`config.mk`:
```
export PLATFORM = sky130hd
export DESIGN_NAME = afifo_tx_param
export DESIGN_NICKNAME = d
export VERILOG_FILES = /design/src/rtl/afifo_tx_param.sv
export SDC_FILE = /design/constraint.sdc
export NUM_CORES = 1
export LEC_CHECK = 0
export CORE_UTILIZATION = 40
export CTS_CLUSTER_DIAMETER = 60
export DETAILED_ROUTE_END_ITERATION = 7
export PLACE_DENSITY = 0.57
export SYNTH_ARGS = -nofsm -noshare
export SYNTH_HDL_FRONTEND = slang
export SYNTH_SLANG_ARGS = --single-unit
```
`constraint.sdc`:
```
create_clock -name CLK -period 4.87 [get_ports CLK]
set_input_delay 0.974 -clock CLK [delete_from_list [all_inputs] [get_ports CLK]]
set_output_delay 0.974 -clock CLK [all_outputs]
set_load 0.05 [all_outputs]
```
`src/rtl/afifo_tx_param.sv`:
```
// Write-side half of an asynchronous FIFO: storage, Gray write pointer, read-pointer synchroniser, full/level/overflow.
// Optional almost-full comparator enabled by defining AFIFO_TX_ALMOST_FULL_EN.
module afifo_tx_param #(
  parameter int DATA_WIDTH = 32,
  parameter int ADDR_WIDTH = 3,
  parameter int SYNC_STAGE = 2,
  parameter int AF_THRESH  = (2 ** ADDR_WIDTH) - 2,
  localparam int PTR_W     = ADDR_WIDTH + 1
) (
  input  logic                  CLK,
  input  logic                  RST,
  input  logic [DATA_WIDTH-1:0] W_DATA,
  input  logic                  WEN,
  output logic                  W_FULL,
  output logic                  W_ALMOST_FULL,
  output logic [PTR_W-1:0]      W_LEVEL,
  output logic                  W_OVERFLOW,
  input  logic                  OVF_CLR,
  input  logic [PTR_W-1:0]      R_PTR_GRAY,
  input  logic [ADDR_WIDTH-1:0] R_ADDR,
  output logic [PTR_W-1:0]      W_PTR_GRAY,
  output logic [DATA_WIDTH-1:0] R_DATA_Tx
);

  localparam int DEPTH = 2 ** ADDR_WIDTH;

  if (ADDR_WIDTH < 2 || ADDR_WIDTH > 10) begin : g_bad_addr_width
    $error("afifo_tx_param: ADDR_WIDTH out of range 2..10");
  end
  if (SYNC_STAGE < 2 || SYNC_STAGE > 4) begin : g_bad_sync_stage
    $error("afifo_tx_param: SYNC_STAGE out of range 2..4");
  end
  if (AF_THRESH < 1 || AF_THRESH > DEPTH) begin : g_bad_af_thresh
    $error("afifo_tx_param: AF_THRESH out of range 1..DEPTH");
  end

  function automatic logic [PTR_W-1:0] bin2gray(input logic [PTR_W-1:0] b);
    return b ^ (b >> 1);
  endfunction

  function automatic logic [PTR_W-1:0] gray2bin(input logic [PTR_W-1:0] g);
    logic [PTR_W-1:0] b;
    b[PTR_W-1] = g[PTR_W-1];
    for (int i = PTR_W - 2; i >= 0; i--) begin
      b[i] = b[i+1] ^ g[i];
    end
    return b;
  endfunction

  logic [DATA_WIDTH-1:0] mem [DEPTH];
  logic [PTR_W-1:0]      w_ptr_bin;
  logic [PTR_W-1:0]      w_ptr_bin_nxt;
  logic [PTR_W-1:0]      w_ptr_gray;
  logic [PTR_W-1:0]      r_gray_sync_p [SYNC_STAGE];
  logic [PTR_W-1:0]      sync_r_gray;
  logic [PTR_W-1:0]      sync_r_bin;
  logic                  w_accept;
  logic                  w_reject;
  logic                  ovf_q;

  assign w_accept      = WEN & ~W_FULL;
  assign w_reject      = WEN & W_FULL;
  assign w_ptr_bin_nxt = w_ptr_bin + PTR_W'(1);

  // Write pointer: binary for addressing, Gray registered so the read domain never sees a glitch
  always_ff @(posedge CLK) begin
    if (RST) begin
      w_ptr_bin  <= '0;
      w_ptr_gray <= '0;
    end else if (w_accept) begin
      w_ptr_bin  <= w_ptr_bin_nxt;
      w_ptr_gray <= bin2gray(w_ptr_bin_nxt);
    end
  end

  always_ff @(posedge CLK) begin
    if (!RST && w_accept) begin
      mem[w_ptr_bin[ADDR_WIDTH-1:0]] <= W_DATA;
    end
  end

  // Read-pointer synchroniser: pure flop chain, stage 0 is the metastability catcher
  always_ff @(posedge CLK) begin
    if (RST) begin
      for (int i = 0; i < SYNC_STAGE; i++) begin
        r_gray_sync_p[i] <= '0;
      end
    end else begin
      r_gray_sync_p[0] <= R_PTR_GRAY;
      for (int i = 1; i < SYNC_STAGE; i++) begin
        r_gray_sync_p[i] <= r_gray_sync_p[i-1];
      end
    end
  end

  assign sync_r_gray = r_gray_sync_p[SYNC_STAGE-1];
  assign sync_r_bin  = gray2bin(sync_r_gray);

  // Sticky overflow; a new rejection beats a simultaneous clear
  always_ff @(posedge CLK) begin
    if (RST) begin
      ovf_q <= 1'b0;
    end else if (w_reject) begin
      ovf_q <= 1'b1;
    end else if (OVF_CLR) begin
      ovf_q <= 1'b0;
    end
  end

  assign W_FULL     = (w_ptr_gray == {~sync_r_gray[PTR_W-1:PTR_W-2], sync_r_gray[PTR_W-3:0]});
  assign W_LEVEL    = w_ptr_bin - sync_r_bin;
  assign W_OVERFLOW = ovf_q;
  assign W_PTR_GRAY = w_ptr_gray;
  assign R_DATA_Tx  = mem[R_ADDR];

`ifdef AFIFO_TX_ALMOST_FULL_EN
  localparam logic [PTR_W-1:0] AF_LVL = PTR_W'(AF_THRESH);
  assign W_ALMOST_FULL = (W_LEVEL >= AF_LVL);
`else
  assign W_ALMOST_FULL = 1'b0;
`endif

endmodule

```
==> metrics.txt <==
# TYPE chip_impl_metric gauge
chip_impl_metric{name="clock_skew",unit="ns"} 0.00743
chip_impl_metric{name="yosysWarnings",unit=""} 0
chip_impl_metric{name="grt_antenna_before_repair",unit=""} 2
chip_impl_metric{name="finalSetupViolations",unit=""} 0
chip_impl_metric{name="placedInstanceArea",unit="mm²"} 0.0118
chip_impl_metric{name="power_leakage",unit="nW"} 4.03
chip_impl_metric{name="timing_max_transition_violations_final",unit=""} 0
chip_impl_metric{name="powerDensity",unit="mW/mm²"} 407
chip_impl_metric{name="achievable-frequency",unit="GHz"} 0.245
chip_impl_metric{name="syn_inst",unit=""} 465
chip_impl_metric{name="placement.setup.worst_slack",unit="ns"} 0.726
chip_impl_metric{name="first_pass_iters",unit=""} 4
chip_impl_metric{name="met2RoutedLength",unit="µm"} 9750
chip_impl_metric{name="synth_fp_nets",unit=""} 513
chip_impl_metric{name="synth_top_area_share",unit="%"} 73.7
chip_impl_metric{name="cts-root-to-sink-buffers",unit=""} 3
chip_impl_metric{name="design.portCount",unit=""} 86
chip_impl_metric{name="overall_die_height",unit="µm"} 163
chip_impl_info{name="setup_repair_after_global_routing_missed_its_margin",value="false"} 1
chip_impl_metric{name="detail_route.wirelength",unit="µm"} 19600
chip_impl_metric{name="cts.sink_count",unit=""} 272
chip_impl_metric{name="cts-hold-fix-buffers",unit=""} 0
chip_impl_metric{name="clock_period_minus_worst_slack",unit="ns"} 4.09
chip_impl_metric{name="period_share",unit="%"} 84.0
chip_impl_metric{name="postSynthAreaPerCell",unit="µm²"} 22.4
chip_impl_metric{name="vias_per_cell",unit=""} 5.17
chip_impl_metric{name="setup_ws",unit="ns"} 0.781
chip_impl_metric{name="cts-buffers-inserted",unit=""} 28
chip_impl_metric{name="final_gp_congestion",unit=""} 0.706
chip_impl_metric{name="synth_seq_area_share",unit="%"} 76.8
chip_impl_info{name="synth.top_cells.by_area",value="sky130_fd_sc_hd__edfxtp_1 (74%), sky130_fd_sc_hd__mux4_2 (14%), sky130_fd_sc_hd__mux2_2 (3.5%)"} 1
chip_impl_metric{name="vdd_drop_max",unit="µV"} 197
chip_impl_info{name="timing.setup.critical_path_class",value="primary input to output pin"} 1
chip_impl_metric{name="maxCapViolations",unit=""} 0
chip_impl_metric{name="finalNonFillerCells",unit=""} 921
chip_impl_metric{name="post_route_cells_drive_above_1_share",unit="%"} 27.5
chip_impl_metric{name="wl_per_cell",unit="µm"} 21.3
chip_impl_metric{name="antenna_left",unit=""} 0
chip_impl_metric{name="hpwl",unit="µm"} 10700
chip_impl_metric{name="worstPathMaxFanout",unit=""} 24
chip_impl_metric{name="worst_slew_margin_rel",unit="%"} 51.0
chip_impl_info{name="status",value="complete, no violations"} 1
chip_impl_metric{name="data_arrival_time_at_the_worst_slack_endpoint",unit="ns"} 3.12
chip_impl_info{name="cts_tree",value="done"} 1
chip_impl_info{name="setup.worst_path.start_class",value="primary input"} 1
chip_impl_metric{name="fillCellCount",unit=""} 2110
chip_impl_metric{name="total_drc_errors_in_the_routed_layout",unit=""} 0
chip_impl_metric{name="setup_tns",unit="ns"} 0
chip_impl_metric{name="worst_path_clk_slew",unit="ns"} 0.06
chip_impl_metric{name="start_util",unit="%"} 41.1
chip_impl_metric{name="ys_types",unit=""} 27
chip_impl_metric{name="io_buffer_count",unit=""} 84
chip_impl_metric{name="detailroute.via_count",unit=""} 4758
chip_impl_metric{name="cts.htree.levels",unit=""} 1
chip_impl_metric{name="areaGrowthSynthToFinish",unit="%"} 21.5
chip_impl_info{name="yosysTopAreaCell",value="sky130_fd_sc_hd__edfxtp_1"} 1
chip_impl_metric{name="cts.repair_timing.setup_buffer_count",unit=""} 0
chip_impl_metric{name="design.core.area",unit="mm²"} 0.0254
chip_impl_metric{name="placedCellCount",unit=""} 870
chip_impl_info{name="end_kind",value="output pin"} 1
chip_impl_metric{name="metal1_wirelength",unit="µm"} 8480
chip_impl_info{name="cts_root_buf",value="sky130_fd_sc_hd__clkbuf_16"} 1
chip_impl_metric{name="holdWs",unit="ns"} 0.434
chip_impl_metric{name="post_cts.resized_instances",unit=""} 0
chip_impl_metric{name="grt_first_pass_wirelength",unit="µm"} 30000
chip_impl_metric{name="final_design_area_no_fill",unit="mm²"} 0.0127
chip_impl_metric{name="grt_usage",unit="%"} 15.2
chip_impl_metric{name="maximum_number_of_pins_on_one_net_before_global_route_repair",unit=""} 37
chip_impl_metric{name="vias_in_the_first_global_route",unit=""} 5208
chip_impl_metric{name="synth_seq_cells",unit=""} 272
chip_impl_metric{name="clock_insertion_delay_worst_skew",unit="ns"} 0.53
chip_impl_info{name="hold_path_class",value="register to register"} 1
chip_impl_metric{name="met3_length",unit="µm"} 1090
chip_impl_metric{name="hold_viol_final",unit=""} 0
chip_impl_metric{name="floorplan.die.width",unit="µm"} 163
chip_impl_metric{name="globalRoute.totalOverflow",unit=""} 0
chip_impl_metric{name="synth_area",unit="mm²"} 0.0104
chip_impl_metric{name="crit_required",unit="ns"} 3.90
chip_impl_info{name="top_layer",value="met4"} 1
chip_impl_metric{name="worst_slew_pin_slew",unit="ns"} 0.732
chip_impl_metric{name="num-nets-final",unit=""} 618
chip_impl_metric{name="floorplan.die_area",unit="mm²"} 0.0267
chip_impl_metric{name="row_count",unit=""} 58
chip_impl_metric{name="drtIter0Drc",unit=""} 291
[where the power goes]
part / leakage, nW / switching [W] / internal [W]
Combinational: 1.16 / 0.000284 / 0.000197
Sequential: 2.44 / 0.0000138 / 0.00260
Clock: 0.433 / 0.000833 / 0.00124
[critical path, stage by stage]
cell	delay [ns]
sky130_fd_sc_hd__buf_4	0.32
sky130_fd_sc_hd__buf_12	0.28
sky130_fd_sc_hd__mux4_2	0.52
sky130_fd_sc_hd__mux2_2	0.28
sky130_fd_sc_hd__clkdlybuf4s50_1	0.71
[layout by cell type, fill, tap and decap left out, types with 2 or more instances in the layout]
master and count:
sky130_fd_sc_hd__bufinv_16 3, sky130_fd_sc_hd__clkinv_1 7, sky130_fd_sc_hd__nor2_4 6, sky130_fd_sc_hd__inv_1 8, sky130_fd_sc_hd__buf_12 4, sky130_fd_sc_hd__ha_1 4, sky130_fd_sc_hd__clkdlybuf4s50_1 81, sky130_fd_sc_hd__mux2_2 32
sky130_fd_sc_hd__buf_4 11, sky130_fd_sc_hd__clkinvlp_4 2, sky130_fd_sc_hd__or3_1 2, sky130_fd_sc_hd__nand3_1 4, sky130_fd_sc_hd__clkbuf_1 5, sky130_fd_sc_hd__or3_2 3, sky130_fd_sc_hd__nor2_1 6, sky130_fd_sc_hd__edfxtp_1 256
sky130_fd_sc_hd__o21ai_0 2, sky130_fd_sc_hd__a21oi_1 4, sky130_fd_sc_hd__nor3_2 2, sky130_fd_sc_hd__mux2i_1 4, sky130_fd_sc_hd__xor2_1 3, sky130_fd_sc_hd__dfxtp_1 16, sky130_fd_sc_hd__mux4_2 64, sky130_fd_sc_hd__nor2b_1 9
sky130_fd_sc_hd__xnor2_1 12, sky130_fd_sc_hd__clkbuf_16 29, sky130_fd_sc_hd__clkinv_2 4
[worst paths after layout]
| path | from | endpoint | slack (ns) | cells after the start |
|---|---|---|---|---|
| min reg2reg | r_gray_sync_p[0][2] | r_gray_sync_p[0][6] | 0.43 | 1 |
| min | r_gray_sync_p[0][2] | r_gray_sync_p[0][6] | 0.43 | 1 |
| max | R_ADDR[0] | R_DATA_Tx[7] | 0.78 | 5 |
| max reg2reg | w_ptr_bin[3] | mem[7][25] | 2.36 | 5 |
[logic make-up (layout without fill, tap and decap cells)]
family	after synthesis	count (layout)	share of synthesized area, %
buffers and inverters	30	155	1.24
muxes	100	100	17.7
other	1	2	0.0360
AOI/OAI and AO/OA	9	9	0.696
and+or+nand+nor	33	33	1.66
adders and majority gates	5	5	0.672
xor gates and xnor gates	15	15	1.26
DFF	272	272	76.8
[metrics by stage]
stage	util (%)	power [W]
after floorplan	-	0.00297
after global placement	46.4	0.00314
after detailed placement	46.4	0.00315
after CTS	49.9	0.00522
after global routing	49.9	0.00533
final	49.9	0.00516
[synth_stat cells]
cell type and instances:
sky130_fd_sc_hd__mux2i_1 4, sky130_fd_sc_hd__conb_1 1, sky130_fd_sc_hd__xor2_1 3, sky130_fd_sc_hd__nor3_1 2, sky130_fd_sc_hd__mux2_2 32, sky130_fd_sc_hd__clkbuf_1 12, sky130_fd_sc_hd__fa_1 1, sky130_fd_sc_hd__buf_1 1
sky130_fd_sc_hd__buf_2 7, sky130_fd_sc_hd__ha_1 4, sky130_fd_sc_hd__or3_2 3, sky130_fd_sc_hd__xnor2_1 12, sky130_fd_sc_hd__buf_4 2, sky130_fd_sc_hd__dfxtp_1 16, sky130_fd_sc_hd__a21o_1 1, sky130_fd_sc_hd__a21oi_1 4
sky130_fd_sc_hd__nand3_1 4, sky130_fd_sc_hd__nor4_1 1, sky130_fd_sc_hd__mux4_2 64, sky130_fd_sc_hd__o21ai_0 2, sky130_fd_sc_hd__edfxtp_1 256, sky130_fd_sc_hd__o41ai_4 1, sky130_fd_sc_hd__nor2b_1 9, sky130_fd_sc_hd__nor2_1 12
sky130_fd_sc_hd__inv_1 8, sky130_fd_sc_hd__a21boi_0 1, sky130_fd_sc_hd__or3_1 2
[layout make-up]
type / count / area, µm² / area share [%]
diodes: 1 / 2.50 / 0.0197
well taps: 330 / 413 / 3.26
multi-input cells: 163 / 2350 / 18.5
repair buffers: 97 / 978 / 7.72
flip-flops and latches: 272 / 8010 / 63.2
clock inverters: 16 / 151 / 1.19
clock buffers: 34 / 744 / 5.87
inverters: 8 / 30.0 / 0.237
[state kept, by name, indices dropped and copies added (netlist names)]
signal	cells
W_OVERFLOW	1
r_gray_sync_p	8
w_ptr_bin	4
W_PTR_GRAY	3
mem	256
[layer usage]
metal	vias to the layer above	global-route usage (%)
met5	-	0
met4	0	3.96
met3	26	3.20
met2	111	25.7
met1	2505	20.0
li1	2116	-
Note: power is estimated with default switching activity, not from simulation.
